**src/rtl/cpu_pkg.sv**
```systemverilog
// Shared CPU pipeline types: datapath widths, forwarding-source select, register aliases.
package cpu_pkg;

    localparam int DATA_W = 32;
    localparam int RA_W   = 4;

    typedef enum logic [1:0] {
        FWD_RF,
        FWD_MEM,
        FWD_EX
    } fwd_sel_t;

    localparam logic [RA_W-1:0] REG_SP = 4'd14;

endpackage

```
**src/rtl/operand_fetch_stage_forward_mux.sv**
```systemverilog
// Purpose: pick one source operand from EX result, MEM result or register-file data.
// Latency: combinational.
// Backpressure: none; pure select logic.
module forward_mux
    import cpu_pkg::*;
#(
    parameter int DATA_W = cpu_pkg::DATA_W,
    parameter int RA_W   = cpu_pkg::RA_W
) (
    input  logic [RA_W-1:0]   rs,
    input  logic              ex_fwd_en,
    input  logic [RA_W-1:0]   ex_rd,
    input  logic [DATA_W-1:0] ex_data,
    input  logic              mem_fwd_en,
    input  logic [RA_W-1:0]   mem_rd,
    input  logic [DATA_W-1:0] mem_data,
    input  logic [DATA_W-1:0] rf_data,
    output logic [DATA_W-1:0] data
);

    fwd_sel_t sel;

    // The youngest producer wins, so EX is checked before MEM.
    always_comb begin
        sel = FWD_RF;
        if (ex_fwd_en && (ex_rd == rs)) begin
            sel = FWD_EX;
        end else if (mem_fwd_en && (mem_rd == rs)) begin
            sel = FWD_MEM;
        end
    end

    always_comb begin
        data = rf_data;
        case (sel)
            FWD_EX:  data = ex_data;
            FWD_MEM: data = mem_data;
            default: data = rf_data;
        endcase
    end

endmodule

```
**src/rtl/operand_fetch_stage.sv**
```systemverilog
// Purpose: ID/EX stage; reads the register file, forwards EX/MEM results, registers operands.
// Latency: one cycle from acceptance to out_valid; a load-use hazard inserts one bubble.
// Backpressure: holds the output register while out_ready=0; in_ready drops on stall or hazard.
module operand_fetch_stage
    import cpu_pkg::*;
#(
    parameter int DATA_W = cpu_pkg::DATA_W,
    parameter int RA_W   = cpu_pkg::RA_W,
    parameter int CNT_W  = 16
) (
    input  logic              clk,
    input  logic              reset,
    input  logic              in_valid,
    output logic              in_ready,
    input  logic [RA_W-1:0]   in_rs1,
    input  logic [RA_W-1:0]   in_rs2,
    input  logic              in_use_rs1,
    input  logic              in_use_rs2,
    input  logic [RA_W-1:0]   in_rd,
    input  logic              in_wr_en,
    input  logic              in_is_load,
    input  logic              in_use_imm,
    input  logic [DATA_W-1:0] in_imm,
    output logic [RA_W-1:0]   rf_addr1,
    output logic [RA_W-1:0]   rf_addr2,
    input  logic [DATA_W-1:0] rf_data1,
    input  logic [DATA_W-1:0] rf_data2,
    input  logic [DATA_W-1:0] ex_fwd_data,
    input  logic              mem_valid,
    input  logic              mem_wr_en,
    input  logic [RA_W-1:0]   mem_rd,
    input  logic [DATA_W-1:0] mem_data,
    input  logic              flush,
    output logic              out_valid,
    input  logic              out_ready,
    output logic [DATA_W-1:0] out_op_a,
    output logic [DATA_W-1:0] out_op_b,
    output logic [DATA_W-1:0] out_store_data,
    output logic [RA_W-1:0]   out_rd,
    output logic              out_wr_en,
    output logic              out_is_load,
    output logic [CNT_W-1:0]  stall_count
);

    logic              ex_fwd_en;
    logic              mem_fwd_en;
    logic [DATA_W-1:0] fwd1;
    logic [DATA_W-1:0] fwd2;
    logic              hazard;
    logic              advance;

    assign rf_addr1 = in_rs1;
    assign rf_addr2 = in_rs2;

    // A load's result is not ready in EX, so it is never an EX forwarding source.
    assign ex_fwd_en  = out_valid && out_wr_en && !out_is_load;
    assign mem_fwd_en = mem_valid && mem_wr_en;

    forward_mux #(.DATA_W(DATA_W), .RA_W(RA_W)) u_fwd_rs1 (
        .rs         (in_rs1),
        .ex_fwd_en  (ex_fwd_en),
        .ex_rd      (out_rd),
        .ex_data    (ex_fwd_data),
        .mem_fwd_en (mem_fwd_en),
        .mem_rd     (mem_rd),
        .mem_data   (mem_data),
        .rf_data    (rf_data1),
        .data       (fwd1)
    );

    forward_mux #(.DATA_W(DATA_W), .RA_W(RA_W)) u_fwd_rs2 (
        .rs         (in_rs2),
        .ex_fwd_en  (ex_fwd_en),
        .ex_rd      (out_rd),
        .ex_data    (ex_fwd_data),
        .mem_fwd_en (mem_fwd_en),
        .mem_rd     (mem_rd),
        .mem_data   (mem_data),
        .rf_data    (rf_data2),
        .data       (fwd2)
    );

    assign hazard = in_valid && out_valid && out_is_load && out_wr_en &&
                    ((in_use_rs1 && (in_rs1 == out_rd)) ||
                     (in_use_rs2 && (in_rs2 == out_rd)));

    assign advance  = out_ready || !out_valid;
    assign in_ready = flush || (advance && !hazard);

    always_ff @(posedge clk or posedge reset) begin
        if (reset) begin
            out_valid      <= 1'b0;
            out_op_a       <= '0;
            out_op_b       <= '0;
            out_store_data <= '0;
            out_rd         <= '0;
            out_wr_en      <= 1'b0;
            out_is_load    <= 1'b0;
            stall_count    <= '0;
        end else if (flush) begin
            out_valid <= 1'b0;
        end else if (advance && hazard) begin
            out_valid <= 1'b0;
            if (stall_count != {CNT_W{1'b1}}) begin
                stall_count <= stall_count + CNT_W'(1);
            end
        end else if (advance) begin
            out_valid      <= in_valid;
            out_op_a       <= fwd1;
            out_op_b       <= in_use_imm ? in_imm : fwd2;
            out_store_data <= fwd2;
            out_rd         <= in_rd;
            out_wr_en      <= in_wr_en;
            out_is_load    <= in_is_load;
        end
    end

endmodule
```
**config.mk**
```make
export PLATFORM = sky130hd
export DESIGN_NAME = operand_fetch_stage
export DESIGN_NICKNAME = d
export VERILOG_FILES = /design/src/rtl/cpu_pkg.sv /design/src/rtl/operand_fetch_stage_forward_mux.sv /design/src/rtl/operand_fetch_stage.sv
export SDC_FILE = /design/constraint.sdc
export NUM_CORES = 1
export LEC_CHECK = 0
export BUFFER_PORTS_ARGS = -buffer_cell sky130_fd_sc_hd__buf_2
export CORE_ASPECT_RATIO = 1.5
export CORE_MARGIN = 2
export CORE_UTILIZATION = 46
export DETAILED_ROUTE_END_ITERATION = 16
export GPL_ROUTABILITY_DRIVEN = 0
export GPL_TIMING_DRIVEN = 0
export PLACE_DENSITY = 0.8
export SYNTH_ARGS = -nofsm -noshare
export SYNTH_HDL_FRONTEND = slang
export SYNTH_HIERARCHICAL = 1
export SYNTH_SLANG_ARGS = --single-unit
```
**constraint.sdc**
```tcl
create_clock -name clk -period 4 [get_ports clk]
set_input_delay 0 -clock clk [delete_from_list [all_inputs] [get_ports clk]]
set_output_delay 0 -clock clk [all_outputs]
set_load 0.02 [all_outputs]
```
==> results of run 1 <==
## layer usage
metal	GRT usage (%)	share of wire [%]	vias up
met5	0	0.046	-
met3	6.57	7.6	113
met2	56.7	51	520
met4	17.0	4.9	2
met1	38.0	36	3711
li1	-	-	3503
## placed cells by master, fill, tap and decap left out, types with 16 or more instances in the layout
master / n
buf_2: 325
dfrtp_1: 119
o21ai_0: 95
nand4_1: 71
nor3_1: 66
a31oi_2: 60
mux2_2: 55
clkbuf_1: 53
nand2_1: 42
dlygate4sd3_1: 41
mux2i_1: 32
xnor2_1: 23
clkbuf_16: 17
mux2_1: 16
## layout make-up
| type | instances | area share [%] |
|---|---|---|
| clock inverters | 9 | 0.762 |
| plain buffers | 81 | 4.01 |
| inverters | 6 | 0.270 |
| well taps | 203 | 2.50 |
| multi-input cells | 528 | 38.8 |
| clock buffers | 22 | 4.56 |
| repair buffers | 356 | 19.7 |
| diodes | 5 | 0.123 |
| flip-flops and latches | 119 | 29.3 |
## cell usage after synthesis, types with 2 or more instances
cell type,instances,area share (%)
nand2_1,42,2.1
a2111o_1,2,0.31
inv_1,3,0.15
nor3_1,66,4.5
buf_4,12,1.2
nor2_1,5,0.26
or2_1,2,0.17
o21ai_1,2,0.14
mux2i_1,32,4.4
nor2b_1,5,0.43
mux2_1,16,2.4
a31oi_1,4,0.34
o21ai_0,95,6.5
dfrtp_1,119,40
xnor2_1,23,2.7
o2111ai_1,2,0.24
clkbuf_1,50,2.6
buf_2,11,0.75
xor2_1,7,0.83
a21oi_1,3,0.20
mux2_2,55,8.4
buf_1,2,0.10
nand2b_1,6,0.51
buf_6,6,0.92
nand4_1,71,6.0
a31oi_2,60,10
and2_1,3,0.26
and3_1,7,0.60
inv_2,3,0.15
and4_1,2,0.24
nand3_1,10,0.68
## critical path: stages (launching register included)
cell      delay [ps]
dfrtp_1          480
xor2_1           200
a2111o_1         510
or2_1            250
buf_2            180
buf_6            180
a31oi_2          200
mux2i_1          120
o21ai_0          220
## flip-flops by register name, indices dropped and copies added, names as in the netlist
| name | cells |
|---|---|
| out_store_data | 32 |
| out_op_b | 32 |
| out_op_a | 32 |
| stall_count | 16 |
| out_rd | 4 |
| out_wr_en | 1 |
| out_is_load | 1 |
| out_valid | 1 |
## what timing repair did
action                                  CTS  global route
hold buffers                             41             0
endpoints found under the hold margin    97             0
endpoints found under the setup margin    0             0
## cell families after synthesis
| group | Yosys count | synth area share [%] |
|---|---|---|
| AOI/OAI and AO/OA | 172 | 18.4 |
| xor gates and xnor gates | 30 | 3.57 |
| adders and majority gates | 1 | 0.170 |
| buffers and inverters | 87 | 5.85 |
| DFF | 119 | 40.5 |
| muxes | 103 | 15.2 |
| and+or+nand+nor | 222 | 16.3 |
## through the flow
stage	hold WS, ps	total power, uW	area [um2]	instances
floorplan	63.1	2040	7350	734
global placement	196	2450	9180	1251
detailed placement	101	2470	9210	1252
CTS	24.4	3940	10200	1324
global route	24.9	4090	10200	1328
finish	38.3	3930	10200	1329
## report_power, final
part | internal (uW) | switching (uW)
logic | 407 | 652
clock network | 877 | 549
registers | 1350 | 91.2
total | 2640 | 1290
## final timing paths
kind,cells after the start,slack [ps],end,startpoint
worst max-delay path,8,1560,out_op_b[1],out_rd[2]
worst min-delay path,4,40,out_op_a[28],ex_fwd_data[28]
worst max register to register,8,1560,out_op_b[1],out_rd[2]
worst min register to register,2,480,out_op_b[11],out_op_b[11]
max in group asynchronous,4,3060,out_store_data[15],reset
min in group asynchronous,3,210,stall_count[8],reset
==> impl_metrics.toml, run 1 <==
[synthesis]
synthArstFlopShare_pct = 100
yosysSeqAreaShare_pct = 40.5
synth.distinct_cells = 39
syn_inst = 734
yosysWarnings = 6
postSynthAreaPerCell_um2 = 10.0
synth-seq-cells = 119
synthFlopType = "dfrtp_1"
synth_nets = 923
synth_edf_count = 0
synth_area_mm2 = 0.00735

[layout]
drive_gt1_share_pct = 44.1
register_area_mm2 = 0.00298
multi_input_area_mm2 = 0.00395
num-nets-final = 1298
synthToLayoutAreaGrowth_pct = 38.4
fin_util_pct = 65.1
fillers = 1308

[power_and_ir_drop]
p_leak_uw = 0.00443
powerDensity_mw_per_mm2 = 386
vdd_drop_max_mv = 0.237

[sta]
finalCriticalPeriod_ps = 2440
fmax_ghz = 0.410
final_max_slew_viol_count = 0
setup_tns_ps = 0
max_slew_margin_pct = 45.9
final.period_utilization_pct = 61.0
setup_slack_ps = 1560
hold_viol_final = 0
worst_slew_pin_slew_ps = 811
setup_viol_count_final = 0
rsz0062_at_grt = "no"
skew_ps = 6.32

[global_route]
overflow = 0
grt_use_total_pct = 32.9
grt_pass1_wl_um = 43600
grt_pass1_vias = 8083
grt_max_degree = 62
grt_antenna_before_repair = 6

[drt]
routed-via-count = 7849
routedWlPerCell_um = 21.1
drtIter0Drc = 519
via_per_inst = 5.91
drc = 0
firstDrtPassIters = 5
final_antenna_net_count = 0
wl_um = 28000

[clock_network]
cts_setup_buffers = 0
cts_htree_levels = 4
clock_path_buffers = 2
cts_tree = "built"
cts_resized = 0
cts_made_buffers = 17
path_clk_slew_ps = 60
root_buffer = "clkbuf_16"
cts_sinks = 119
clock_latency_ps = 410

[worst_setup_path]
crit_type = "reg -> reg"
cp_max_fo = 10
crit_path_end_kind = "flip-flop"
cp.arrival_ps = 2760
required_ps = 4320
crit_path_start_kind = "flip-flop"

[die]
die_y_um = 159
io_pins = 316
core_area_mm2 = 0.0156
rows = 56
die_w_um = 107
design.die.area_mm2 = 0.0170
initial_core_util_pct = 47.1

[run_status]
status = "completed"

[placement]
dpl.hpwl_um = 20700
port_buffers = 314
dp_slack_ps = 1560

[min_path]
hold_path.class = "in -> reg"

[flow_run]
drv_cap = 0
Power figures use the tool's default switching activity.
==> inputs of run 2 (changes only) <==
==> constraint.sdc (replaced) <==
create_clock -name clk -period 2.6 [get_ports clk]
set_input_delay 0 -clock clk [delete_from_list [all_inputs] [get_ports clk]]
set_output_delay 0 -clock clk [all_outputs]
set_load 0.02 [all_outputs]
==> run 2 against run 1 <==
- clock skew up 21 ps
- via count down 0.69%
- die area unchanged
- largest cell class unchanged
==> impl_metrics.toml, run 2 (synthesis gave the netlist of run 1 again) <==
[run_status]
status = "completed"

[sta]
final.period_utilization_pct = 94.3
final_max_slew_viol_count = 0
setup_viol_count_final = 0
hold_viol_final = 0
rsz0062_at_grt = "no"
max_slew_margin_pct = 38.1
finalCriticalPeriod_ps = 2450
fmax_ghz = 0.408
worst_slew_pin_slew_ps = 926
setup_slack_ps = 148
skew_ps = 27.1
setup_tns_ps = 0

[placement]
dp_slack_ps = 187
placed_cells = 1253
port_buffers = 314
dpl.hpwl_um = 20600

[global_route]
overflow = 0
grt_pass1_wl_um = 42500
grt_max_degree = 43
grt_pass1_vias = 7739
grt_use_total_pct = 32.2
grt_antenna_before_repair = 5

[clock_network]
cts_made_buffers = 17
root_buffer = "clkbuf_16"
clock_path_buffers = 2
path_clk_slew_ps = 60
cts_tree = "built"
cts_sinks = 119
cts_setup_buffers = 0
clock_latency_ps = 430
cts_htree_levels = 4

[min_path]
hold_path.class = "in -> reg"
min-delay-start = "ex_fwd_data[28]"
holdPathStages = 4
hold_path_end = "out_op_a[28]"

[drt]
routedWlPerCell_um = 21.1
wl_um = 28000
final_antenna_net_count = 0
drtIter0Drc = 603
via_per_inst = 5.87
routed-via-count = 7795
firstDrtPassIters = 6
drc = 0

[power_and_ir_drop]
p_total_uw = 6300
powerDensity_mw_per_mm2 = 615
vdd_drop_max_mv = 0.335
p_leak_uw = 0.00447

[layout]
mostFrequentLayoutCells = "buf_2 (325), dfrtp_1 (119), o21ai_0 (95), nand4_1 (71), nor3_1 (66)"
synthToLayoutAreaGrowth_pct = 39.3
num-nets-final = 1299
fillers = 1300
layout_commonest_cell = "buf_2"
top_regs = "out_op_a x32, out_op_b x32, out_store_data x32"
layoutNonFillerInstCount = 1329
register_area_mm2 = 0.00298
multi_input_area_mm2 = 0.00395
drive_gt1_share_pct = 44.3
fin_util_pct = 65.6

[die]
die_w_um = 107
rows = 56
die_y_um = 159
initial_core_util_pct = 47.1
core_area_mm2 = 0.0156
design.die.area_mm2 = 0.0170
io_pins = 316

[worst_setup_path]
ff2ff_path_depth = 8
required_ps = 2930
r2r_slack_ps = 150
crit_path_end_kind = "flip-flop"
cp.arrival_ps = 2790
crit_type = "reg -> reg"
cp_max_fo = 10
crit_path_start_kind = "flip-flop"
r2r_end = "out_op_b[29]"
reg2reg_from = "out_rd[2]"

[flow_run]
drv_cap = 0
==> run 2: through the flow <==
step	instance area, um2	hold slack (ps)
finish	10200	16.0
CTS	10200	16.9
detailed placement	9220	216
global placement	9180	211
global route	10200	22.4
floorplan	7360	63.1
==> run 2: power breakdown <==
part           switching, uW  total [uW]  internal, uW
combinational            998        1630           628
clock                    919        2450          1530
sequential               142        2220          2080
==> run 2: worst max-delay path: stages, from the launching register on <==
cell and delay, ps:
dfrtp_1 490, xor2_1 200, a2111o_1 520, or2_1 260, buf_2 170, buf_6 170
a31oi_2 270, mux2i_1 120, o21ai_0 160
==> run 2: how the worst max path moves through the flow <==
stage                startpoint                 end  slack (ps)  cells after the start
global route          out_rd[0]        out_op_b[29]           9                      8
floorplan             out_rd[0]  out_store_data[10]         520                      7
detailed placement  out_is_load        out_op_b[29]         190                      8
finish                out_rd[2]        out_op_b[29]         150                      8
global placement    out_is_load        out_op_b[29]         210                      8
CTS                 out_is_load        out_op_b[29]         150                      8
==> run 2: final cells by class <==
class / instances / area share (%)
tap: 203 / 2.48
antenna: 3 / 0.0733
timing repair buffer: 357 / 19.7
clock inverter: 12 / 1.48
clock buffer: 20 / 4.36
buffer: 81 / 3.98
inverter: 6 / 0.256
sequential: 119 / 29.1
multi-input combinational: 528 / 38.6
==> run 2: timing repair <==
item / CTS / global route
hold endpoints to repair: 76 / 0
gates resized for setup: 0 / 1
hold buffers: 41 / 0
endpoints found under the setup margin: 0 / 4
==> run 2: layer usage <==
layer | vias up | GRT usage (%) | wire length, um
met1 | 3725 | 38.7 | 10500
li1 | 3487 | - | -
met2 | 486 | 54.8 | 14100
met5 | - | 0 | 28
met3 | 93 | 5.91 | 2190
met4 | 4 | 15.2 | 1210
==> inputs of run 3 (changes only) <==
--- a/config.mk
+++ b/config.mk
@@ -6,7 +6,7 @@
 export NUM_CORES = 1
 export LEC_CHECK = 0
 export BUFFER_PORTS_ARGS = -buffer_cell sky130_fd_sc_hd__buf_2
-export CORE_ASPECT_RATIO = 1.5
+export CORE_ASPECT_RATIO = 0.9
 export CORE_MARGIN = 2
 export CORE_UTILIZATION = 46
 export DETAILED_ROUTE_END_ITERATION = 16
==> run 3 against run 2 <==
- cell count is essentially flat
- sequential power about the same
- final area grew 0.23%
- critical path depth is 1 lower
- global-route usage is 1.5 points higher
- non-clock buffer count grew 2
- worst hold slack better by 6.1 ps
- total power decreased by 0.82%
- critical endpoint is now out_rd[2]
- largest cell class unchanged
- largest power group unchanged
==> impl_metrics.toml, run 3 (synthesis gave the netlist of run 1 again) <==
[worst_setup_path]
ff2ff_path_depth = 7
crit_path_end_kind = "flip-flop"
r2r_end = "out_rd[2]"
required_ps = 2890
crit_path_start_kind = "flip-flop"
cp_slowest_cell = "dfrtp_1"
r2r_slack_ps = 150
crit_type = "reg -> reg"
crit_top_cell = "buf_4"
critPathMaxStageDelay_ps = 510
cp.arrival_ps = 2740
reg2reg_from = "out_rd[0]"
worstPathCellList = "inv_2 -> a222oi_1 -> nand4bb_2 -> nand3_2 -> buf_4 -> buf_4 -> mux2_1"
cp_max_fo = 10

[sta]
final_max_slew_viol_count = 0
rsz0062_at_grt = "no"
worst_slew_pin_slew_ps = 782
finalCriticalPeriod_ps = 2450
fmax_ghz = 0.408
setup_viol_count_final = 0
max_slew_margin_pct = 47.9
setup_tns_ps = 0
final.period_utilization_pct = 94.2
hold_viol_final = 0
setup_slack_ps = 151
skew_ps = 10.2

[clock_network]
cts_setup_buffers = 0
clock_latency_ps = 420
cts_sinks = 119
path_clk_slew_ps = 60
cts_htree_levels = 4
cts_tree = "built"
clock_path_buffers = 2
root_buffer = "clkbuf_16"
cts_made_buffers = 17

[drt]
drtIter0Drc = 879
final_antenna_net_count = 0
wl_um = 28900
routed-via-count = 8102
routedWlPerCell_um = 21.7
drc = 0
via_per_inst = 6.09
firstDrtPassIters = 10

[global_route]
grt_max_degree = 40
grt_antenna_before_repair = 5
overflow = 0
grt_pass1_vias = 7976
grt_use_total_pct = 33.7
grt_pass1_wl_um = 43400

[placement]
dp_slack_ps = 173
dpl.hpwl_um = 20600
port_buffers = 314
placed_cells = 1253
placed_area_mm2 = 0.00924

[power_and_ir_drop]
p_leak_uw = 0.00447
p_total_uw = 6250
powerDensity_mw_per_mm2 = 608
vdd_drop_max_mv = 0.496

[min_path]
min-delay-start = "rf_data1[27]"
hold_path_end = "out_op_a[27]"
holdPathStages = 4
hold_path.class = "in -> reg"

[layout]
drive_gt1_share_pct = 44.4
top_regs = "out_op_a x32, out_op_b x32, out_store_data x32"
layout_commonest_cell = "buf_2"
synthToLayoutAreaGrowth_pct = 39.6
num-nets-final = 1301
layoutNonFillerInstCount = 1330
final_area_mm2 = 0.0103
mostFrequentLayoutCells = "buf_2 (325), dfrtp_1 (119), o21ai_0 (94), nand4_1 (71), nor3_1 (66)"

[die]
io_pins = 316
core_area_mm2 = 0.0155
initial_core_util_pct = 47.3
die_w_um = 137
die_y_um = 124
rows = 43
design.die.area_mm2 = 0.0170

[flow_run]
drv_cap = 0

[run_status]
status = "completed"
run 3: cell count changes in the layout (fill, tap and decap cells not counted), sizes merged:
cell,delta
clkinv,-2
clkbuf,+1
bufinv,-1
dlygate4sd3,+1
buf,+1
clkinvlp,+2
run 3: worst max-delay path by stage:
stage / startpoint / endpoint / slack, ps / cells after the start
3_3_place_gp: out_rd[0] / out_store_data[11] / 170 / 7
2_1_floorplan: out_rd[0] / out_store_data[10] / 520 / 7
5_1_grt: out_rd[0] / out_store_data[1] / 30 / 7
3_5_place_dp: out_rd[0] / out_rd[2] / 170 / 7
4_1_cts: out_rd[2] / out_op_b[25] / 140 / 8
6_report: out_rd[0] / out_rd[2] / 150 / 7
run 3: worst max-delay path: cells and delay by family, from the launching register on:
kind | cells | cell delay (ps)
buffers and inverters | 3 | 580
DFF | 1 | 510
and+or+nand+nor | 2 | 510
AOI/OAI and AO/OA | 1 | 380
muxes | 1 | 340
run 3: metal layers:
layer | part of all wire (%) | vias up | GRT usage (%)
met5 | 0.093 | - | 0
met4 | 4.2 | 4 | 14.8
met3 | 11 | 118 | 9.77
met2 | 47 | 604 | 56.2
met1 | 37 | 3874 | 40.8
li1 | - | 3502 | -
run 3: metrics by stage:
stage	util (%)	hold slack (ps)
3_3_place_gp	59.1	198
5_1_grt	66.0	32.9
4_1_cts	66.0	1.02
6_report	66.0	22.1
2_1_floorplan	-	63.1
3_5_place_dp	59.4	-43.5
run 3: repair_timing:
action / CTS / global route
endpoints found under the hold margin: 159 / 0
setup endpoints to repair: 0 / 1
resized for setup: 0 / 2
hold buffers: 42 / 0
run 3: cell type report:
class                           count  area [um2]
Fill cell                        1254        5280
Multi-Input combinational cell    528        3950
Sequential cell                   119        2980
Timing Repair Buffer              359        2050
Clock buffer                       21         470
Buffer                             81         408
Tap cell                          202         253
Clock inverter                     11         123
Inverter                            6        26.3
Antenna cell                        3        7.51
run 3: power breakdown:
group	total [uW]	internal, uW	switching (uW)
Clock	2380	1490	893
Combinational	1640	631	1010
Sequential	2220	2080	144
Total	6250	4200	2050
